**src/rtl/spi_rx_frame_parser_if.sv**
```systemverilog
// Byte-in / payload-out bundle of the SPI frame parser.
// master drives bytes and pops, slave is the parser.
interface spi_rx_frame_parser_if;
   logic [7:0] in_data;
   logic       in_ready;
   logic       rd_en;
   logic [7:0] rd_data;
   logic       rd_valid;
   logic       frame_done;
   logic       frame_err;
   logic       overflow;
   logic [7:0] good_cnt;
   logic [7:0] bad_cnt;

   modport master (
      output in_data, in_ready, rd_en,
      input  rd_data, rd_valid, frame_done, frame_err,
      input  overflow, good_cnt, bad_cnt
   );

   modport slave (
      input  in_data, in_ready, rd_en,
      output rd_data, rd_valid, frame_done, frame_err,
      output overflow, good_cnt, bad_cnt
   );
endinterface

```
**src/rtl/spi_rx_frame_parser.sv**
```systemverilog
// SOF/LEN/payload/checksum parser feeding a commit/rollback FIFO.
// FRAME_STATS_EN adds good/bad frame counters.
module spi_rx_frame_parser #(
   parameter int         DEPTH   = 16,
   parameter int         MAX_LEN = 8,
   parameter logic [7:0] SOF     = 8'hA5
) (
   input logic clock,
   input logic reset,
   spi_rx_frame_parser_if.slave bus
);
   localparam int AW = $clog2(DEPTH);

   typedef enum logic [1:0] {IDLE, LEN, PAYLOAD, CSUM} state_t;

   state_t      state;
   logic        ready_d;
   logic        stb;
   logic        full;
   logic        pop;
   logic        push;
   logic [AW:0] wr_ptr;
   logic [AW:0] commit_ptr;
   logic [AW:0] rd_ptr;
   logic [7:0]  sum;
   logic [7:0]  remaining;
   logic        done_q;
   logic        err_q;
   logic        ovf_q;
   logic [7:0]  mem [DEPTH];

   assign stb  = bus.in_ready & ~ready_d;
   assign full = (wr_ptr[AW] != rd_ptr[AW]) &&
                 (wr_ptr[AW-1:0] == rd_ptr[AW-1:0]);
   assign pop  = bus.rd_en & bus.rd_valid;
   assign push = stb && (state == PAYLOAD) && !full;

   assign bus.rd_valid   = (commit_ptr != rd_ptr);
   assign bus.rd_data    = bus.rd_valid ? mem[rd_ptr[AW-1:0]] : 8'h00;
   assign bus.frame_done = done_q;
   assign bus.frame_err  = err_q;
   assign bus.overflow   = ovf_q;

   always_ff @(posedge clock) begin
      if (push) mem[wr_ptr[AW-1:0]] <= bus.in_data;
   end

   always_ff @(posedge clock) begin
      if (reset) begin
         state      <= IDLE;
         ready_d    <= 1'b0;
         wr_ptr     <= '0;
         commit_ptr <= '0;
         rd_ptr     <= '0;
         sum        <= 8'h00;
         remaining  <= 8'h00;
         done_q     <= 1'b0;
         err_q      <= 1'b0;
         ovf_q      <= 1'b0;
      end else begin
         ready_d <= bus.in_ready;
         done_q  <= 1'b0;
         err_q   <= 1'b0;
         if (pop) rd_ptr <= rd_ptr + 1'b1;
         if (stb) begin
            unique case (state)
               IDLE: begin
                  if (bus.in_data == SOF) state <= LEN;
               end
               LEN: begin
                  if (bus.in_data == 8'h00 ||
                      bus.in_data > 8'(MAX_LEN)) begin
                     err_q <= 1'b1;
                     state <= IDLE;
                  end else begin
                     remaining <= bus.in_data;
                     sum       <= bus.in_data;
                     state     <= PAYLOAD;
                  end
               end
               PAYLOAD: begin
                  // full counts uncommitted bytes too, so the frame is dropped
                  if (full) begin
                     wr_ptr <= commit_ptr;
                     err_q  <= 1'b1;
                     ovf_q  <= 1'b1;
                     state  <= IDLE;
                  end else begin
                     wr_ptr    <= wr_ptr + 1'b1;
                     sum       <= sum + bus.in_data;
                     remaining <= remaining - 8'd1;
                     if (remaining == 8'd1) state <= CSUM;
                  end
               end
               CSUM: begin
                  if (bus.in_data == sum) begin
                     commit_ptr <= wr_ptr;
                     done_q     <= 1'b1;
                  end else begin
                     wr_ptr <= commit_ptr;
                     err_q  <= 1'b1;
                  end
                  state <= IDLE;
               end
               default: state <= IDLE;
            endcase
         end
      end
   end

`ifdef FRAME_STATS_EN
   logic [7:0] good_q;
   logic [7:0] bad_q;

   always_ff @(posedge clock) begin
      if (reset) begin
         good_q <= 8'h00;
         bad_q  <= 8'h00;
      end else begin
         if (done_q) good_q <= good_q + 8'd1;
         if (err_q)  bad_q  <= bad_q + 8'd1;
      end
   end

   assign bus.good_cnt = good_q;
   assign bus.bad_cnt  = bad_q;
`else
   assign bus.good_cnt = 8'h00;
   assign bus.bad_cnt  = 8'h00;
`endif
endmodule

```
**src/flat_wrapper.sv**
```systemverilog
// flat-port wrapper written by rule: the top's interface ports become plain ports
module spi_rx_frame_parser_flat 
#(
   parameter int         DEPTH   = 16,
   parameter int         MAX_LEN = 8,
   parameter logic [7:0] SOF     = 8'hA5
)
  (clock, reset, bus_in_data, bus_in_ready, bus_rd_en, bus_rd_data, bus_rd_valid, bus_frame_done, bus_frame_err, bus_overflow, bus_good_cnt, bus_bad_cnt);
  spi_rx_frame_parser_if bus_i ();
  input logic clock;
  input logic reset;
  input wire logic [$bits(bus_i.in_data)-1:0] bus_in_data;
  input wire logic [$bits(bus_i.in_ready)-1:0] bus_in_ready;
  input wire logic [$bits(bus_i.rd_en)-1:0] bus_rd_en;
  output wire logic [$bits(bus_i.rd_data)-1:0] bus_rd_data;
  output wire logic [$bits(bus_i.rd_valid)-1:0] bus_rd_valid;
  output wire logic [$bits(bus_i.frame_done)-1:0] bus_frame_done;
  output wire logic [$bits(bus_i.frame_err)-1:0] bus_frame_err;
  output wire logic [$bits(bus_i.overflow)-1:0] bus_overflow;
  output wire logic [$bits(bus_i.good_cnt)-1:0] bus_good_cnt;
  output wire logic [$bits(bus_i.bad_cnt)-1:0] bus_bad_cnt;
  assign bus_i.in_data = bus_in_data;
  assign bus_i.in_ready = bus_in_ready;
  assign bus_i.rd_en = bus_rd_en;
  assign bus_rd_data = bus_i.rd_data;
  assign bus_rd_valid = bus_i.rd_valid;
  assign bus_frame_done = bus_i.frame_done;
  assign bus_frame_err = bus_i.frame_err;
  assign bus_overflow = bus_i.overflow;
  assign bus_good_cnt = bus_i.good_cnt;
  assign bus_bad_cnt = bus_i.bad_cnt;
  spi_rx_frame_parser #(.DEPTH(DEPTH), .MAX_LEN(MAX_LEN), .SOF(SOF)) u_core (.clock(clock), .reset(reset), .bus(bus_i));
endmodule
```
**config.mk**
```make
export PLATFORM = sky130hd
export DESIGN_NAME = spi_rx_frame_parser_flat
export DESIGN_NICKNAME = d
export VERILOG_FILES = /design/src/rtl/spi_rx_frame_parser_if.sv /design/src/rtl/spi_rx_frame_parser.sv /design/src/flat_wrapper.sv
export SDC_FILE = /design/constraint.sdc
export NUM_CORES = 1
export LEC_CHECK = 0
export CORE_MARGIN = 4
export CORE_UTILIZATION = 55
export DETAILED_ROUTE_END_ITERATION = 7
export PLACE_DENSITY = 0.74
export RECOVER_POWER = 100
export SLEW_MARGIN = 20
export SYNTH_ARGS = -nofsm -noshare
export SYNTH_HDL_FRONTEND = slang
export SYNTH_SLANG_ARGS = --single-unit
```
**constraint.sdc**
```tcl
create_clock -name clock -period 3.1 [get_ports clock]
set_input_delay 0.93 -clock clock [delete_from_list [all_inputs] [get_ports clock]]
set_output_delay 0.93 -clock clock [all_outputs]
set_load 0.1 [all_outputs]
```
Yosys cells after proc, flatten, opt, wreduce, memory -nomap -nowiden
Memories as Yosys holds them, arrays and structs flattened. A register that Yosys moved wholly into a read port is not among the register bits.
Index checks and enable logic that the tools add are counted.
Word-level totals
  bits in read-only memories: 0
  input bits: 12
  register bits after elaboration: 37
  memory bits (writable): 128
  memories: 1
  bits in latches: 0
Cells by class
  muxes and demuxes: 23
  multiply operators: 0
  shift-type cells: 0
  div/mod/pow operators: 0
  reduce and logical (&&, ||, !) cells: 16
  add/subtract/negate cells: 4
  bitwise logic cells: 5
  equal/unequal tests: 13
  magnitude comparators: 1
Memory list
  u_core.mem: words 16, width 8, rd ports 1, clocked after memory_dff 1, write ports 1, RTL line spi_rx_frame_parser.sv:30  | logic [7:0] mem [DEPTH];
Operators by type and width (count)
  2-to-1 mux 8 bit: 4
  case mux 8 bit (2 select lines): 2
  adder 5 x 1 -> 5 bit (second input constant): 2
  2-to-1 mux 5 bit: 2
  case mux 5 bit (2 select lines): 1
  adder 8 bit: 1
  equality test 8 x 1 -> 1 bit (second input constant): 1
  equality test 8 bit: 1
  equality test 8 bit (second input constant): 1
  greater-than comparator 8 x 4 -> 1 bit (second input constant): 1
  logical NOT 8 bit: 1
  2-to-1 mux 2 bit: 4
  2-to-1 mux 4 bit: 2
  case mux 2 bit (4 select lines): 1
  subtractor 8 x 1 -> 8 bit (second input constant): 1
  2-to-1 mux 1 bit: 6
  AND reduction 3 bit: 2
  != test 5 bit: 1
  equality test 2 bit (second input constant): 2
  equality test 4 bit: 1
  != test 2 bit (second input constant): 2
  AND reduction 2 bit: 2
  AND reduction 4 bit: 1
  nonzero test 2 bit: 2
  13 further kinds: 18

Depth between registers and ports, before layout
  depth after elaboration: 6
  gate-level depth with buffers: 10
  gate-level depth less buffers: 9

Worst setup path after synthesis
Ideal clock, no wire load.
  path kind: reg-to-output
  from: reg u_core.rd_ptr[2]
  to: out bus_rd_data[0]
  arrival time: 2.565 ns
  setup slack: -0.395 ns
  stages on the path, launching flop included: 6
  data required time: 2.170 ns
  cells stage by stage: dfxtp_1 xor2_1 nor3_1 nand3_1 clkbuf_1 and2_1
Between the ends
  cells in the longest elaborated chain, start to end: 2
RTL lines
  from (decl): RTL line spi_rx_frame_parser.sv:24  | logic [AW:0] rd_ptr;
  from (signal assigned): RTL line spi_rx_frame_parser.sv:64  | if (pop) rd_ptr <= rd_ptr + 1'b1;
  != test 5 bit: RTL line spi_rx_frame_parser.sv:38  | assign bus.rd_valid = (commit_ptr != rd_ptr);
  via bus_rd_valid: RTL line flat_wrapper.sv:16  | output wire logic [$bits(bus_i.rd_valid)-1:0] bus_rd_valid;
  2-to-1 mux 8 bit: RTL line spi_rx_frame_parser.sv:39  | assign bus.rd_data = bus.rd_valid ? mem[rd_ptr[AW-1:0]] : 8'h00;
  to (decl): RTL line flat_wrapper.sv:15  | output wire logic [$bits(bus_i.rd_data)-1:0] bus_rd_data;
The timed path passes the listed nets, and every way through them passes these cells.

==> out/metrics.cfg <==
[critical_path]
slowest_delay_ns=0.57
crit_path_end_kind=output port
path_buf_inv=2
path_max_fanout=6
worstSetupStartpointType=flip-flop
cpLargestDelayFamily=multiplexers
r2r_end=u_core.mem[7][1]
reg2reg_slack_ns=0.34
r2r_cells=7
crit_type=flip-flop to output port
worst-endpoint-arrival_ns=2.45
slowest_stage=mux4_2
r2r_start=u_core.wr_ptr[2]
path_cells=buf_12 -> mux4_2 -> mux4_2 -> and2_4 -> buf_12
cp.required_ns=2.17

[floorplanning]
ioPinCount=40
die_area_um2=15800
die_h_um=126
rows=42
start_util_pct=56.8
die_w_um=126
coreArea_um2=13400

[min_path]
worstHoldStart=u_core.remaining[6]
hp-class=flip-flop to flip-flop
min_path_cells=2
hold_end=u_core.remaining[6]

[synthesis]
synthCells=531
yosys.area.top_type=edfxtp_1
ys_warn_count=0
synth_top_area_share_pct=50.5
synth_ff_type=edfxtp_1
synth.avg_cell_area_um2=14.3
netlist_area_um2=7610
ys_types=60
synthArstFlopShare_pct=0
synth_edf_count=128
synth_seq_area_share_pct=61.3
synth_area_leaders=edfxtp_1 (51%), mux4_2 (12%), dfxtp_1 (11%)
yosys-top-cells-count=edfxtp_1 (128), nor2_1 (51), dfxtp_1 (41)
ys_ff_latch=169
synth.most_common_cell=edfxtp_1

[clocking]
clk_pin_slew_ns=0.06
cts_max_level=4
clock_sinks=169
clk_latency_ns=0.43
clockBufferDepth=2
clockRootBuffer=clkbuf_16
numCtsBuffers=17
tritoncts=built

[place]
place_hpwl_um=11100
routabilityCongestion=0.839
pre_cts_ws_ns=-0.145
numPortBuffers=23
placed_cell_area_um2=8420

[drt]
drtIter0Drc=528
drc=0
wl_per_cell_um=22.5
vias=4798
wl_um=17900
final_antenna_net_count=0
viasPerCell=6.02
firstDrtPassIters=5

[sta]
worst_pin_slew_ns=1.17
clock_skew_ns=0.0108
max_freq_mhz=296
finalSetupViolations=24
period_share_pct=109
slew_headroom_pct=22.4
tns_ns=-3.11
rsz0062_at_grt=true
fin_ws_ns=-0.278
period_needed_ns=3.38
slew_viol_final=0
finalHoldViolCount=0

[grt]
grt_use_total_pct=23.7
gr-total-overflow=0
grt_max_degree=33
grt_antenna_before_repair=0
grt_pass1_vias=4790
grt_pass1_wl_um=27800

[finish]
fillers=995
final_area_um2=8870
fin_util_pct=66.2
drive_above_1_share_pct=20.1
n_antenna_cell=0
area_delta_synth_final_pct=16.6
nNetsFinal=639

[power_and_ir_drop]
ir_drop_mv=0.248
powerDensity_nw_per_um2=515
leakage_nw=2.98

[outcome]
failed_checks=negative setup slack
status=finished with violations

[flow_run]
maxCapViolCount=0

[where the power goes]
part / internal, mW / leakage, nW / total (mW) / switching (mW)
registers: 2.43 / 1.48 / 2.43 / 0.000535
clock network: 1.10 / 0.262 / 1.95 / 0.846
logic: 0.0350 / 1.23 / 0.190 / 0.155
total: 3.56 / 2.98 / 4.57 / 1.00
[worst max-delay path by stage]
stage                   startpoint              endpoint  slack (ns)  depth (start not counted)
finish                   flip-flop        bus_rd_data[6]       -0.28                          5
global route             flip-flop        bus_rd_data[3]       -0.33                          5
CTS                      flip-flop        bus_rd_data[1]       -0.32                          6
detailed placement  bus_in_data[0]  u_core.commit_ptr[1]       -0.15                         10
global placement    bus_in_data[0]  u_core.commit_ptr[1]       -0.15                         10
floorplan                flip-flop        bus_rd_data[0]        0.10                          5
[stage by stage]
step                      hold WS (ns)  power (mW)  instances
after detailed placement         0.468        2.68        763
after CTS                        0.477        4.59        799
after global placement           0.459        2.67        763
after floorplan                  0.449        2.62        546
after global routing             0.520        4.71        797
final                            0.481        4.57        797
[routing by layer]
metal / up-vias / share of wire (%) / GRT usage (%) / routed length (um)
li1: 2137 / - / - / -
met2: 243 / 49 / 37.4 / 8810
met5: - / 0 / 0 / 0
met3: 39 / 7.8 / 5.25 / 1400
met1: 2379 / 39 / 31.2 / 7030
met4: 0 / 3.8 / 11.9 / 687
[cell usage in the layout (no fill, tap or decap), types with 9 or more instances in the layout]
cell type	count
nand3_1	13
a21oi_1	25
nor2_1	51
buf_4	24
nor3_1	16
clkbuf_1	39
conb_1	16
inv_1	15
ha_1	18
o21ai_0	14
xor2_1	12
edfxtp_1	128
nand2_1	21
mux4_2	40
dfxtp_1	40
mux2i_1	9
buf_12	13
clkbuf_16	17
dlygate4sd3_1	9
[final cells by class]
type,count,area [um2],area share [%]
flip-flops and latches,169,4670,52.7
repair buffers,85,691,7.79
well taps,176,220,2.48
clock buffers,20,437,4.93
multi-input cells,320,2690,30.4
clock inverters,12,100,1.13
inverters,15,56.3,0.635
[cells by family after synthesis]
group	share of synthesized area (%)
compound gates	6.12
xor+xnor	2.07
fa+ha+maj	3.22
buf+inv	4.19
flops	61.3
mux	13.3
other cells	0.0493
simple gates	9.69
[what timing repair did]
action	CTS	global route
gates cloned	2	0
buffers inserted	2	0
hold buffers	0	0
setup endpoints to repair	8	8
resized for setup	11	0
[flip-flops by register name (all words and copies together), names as in the netlist, named ones only]
name                   flops
u_core.bus.overflow        1
u_core.remaining           8
u_core.rd_ptr              5
u_core.mem               128
u_core.wr_ptr              5
u_core.sum                 8
u_core.bus.frame_err       1
u_core.state               2
u_core.commit_ptr          5
u_core.ready_d             1
u_core.bus.frame_done      1
[worst register-to-register path: stages, from the launching register on]
cell and delay, ns:
dfxtp_1 0.61, xor2_1 0.20, nor3_1 0.14, a21o_1 0.23, nor2_1 0.23, nand2_1 0.18, nor2_1 0.16, clkbuf_1 0.64
Power figures use the tool's default switching activity.
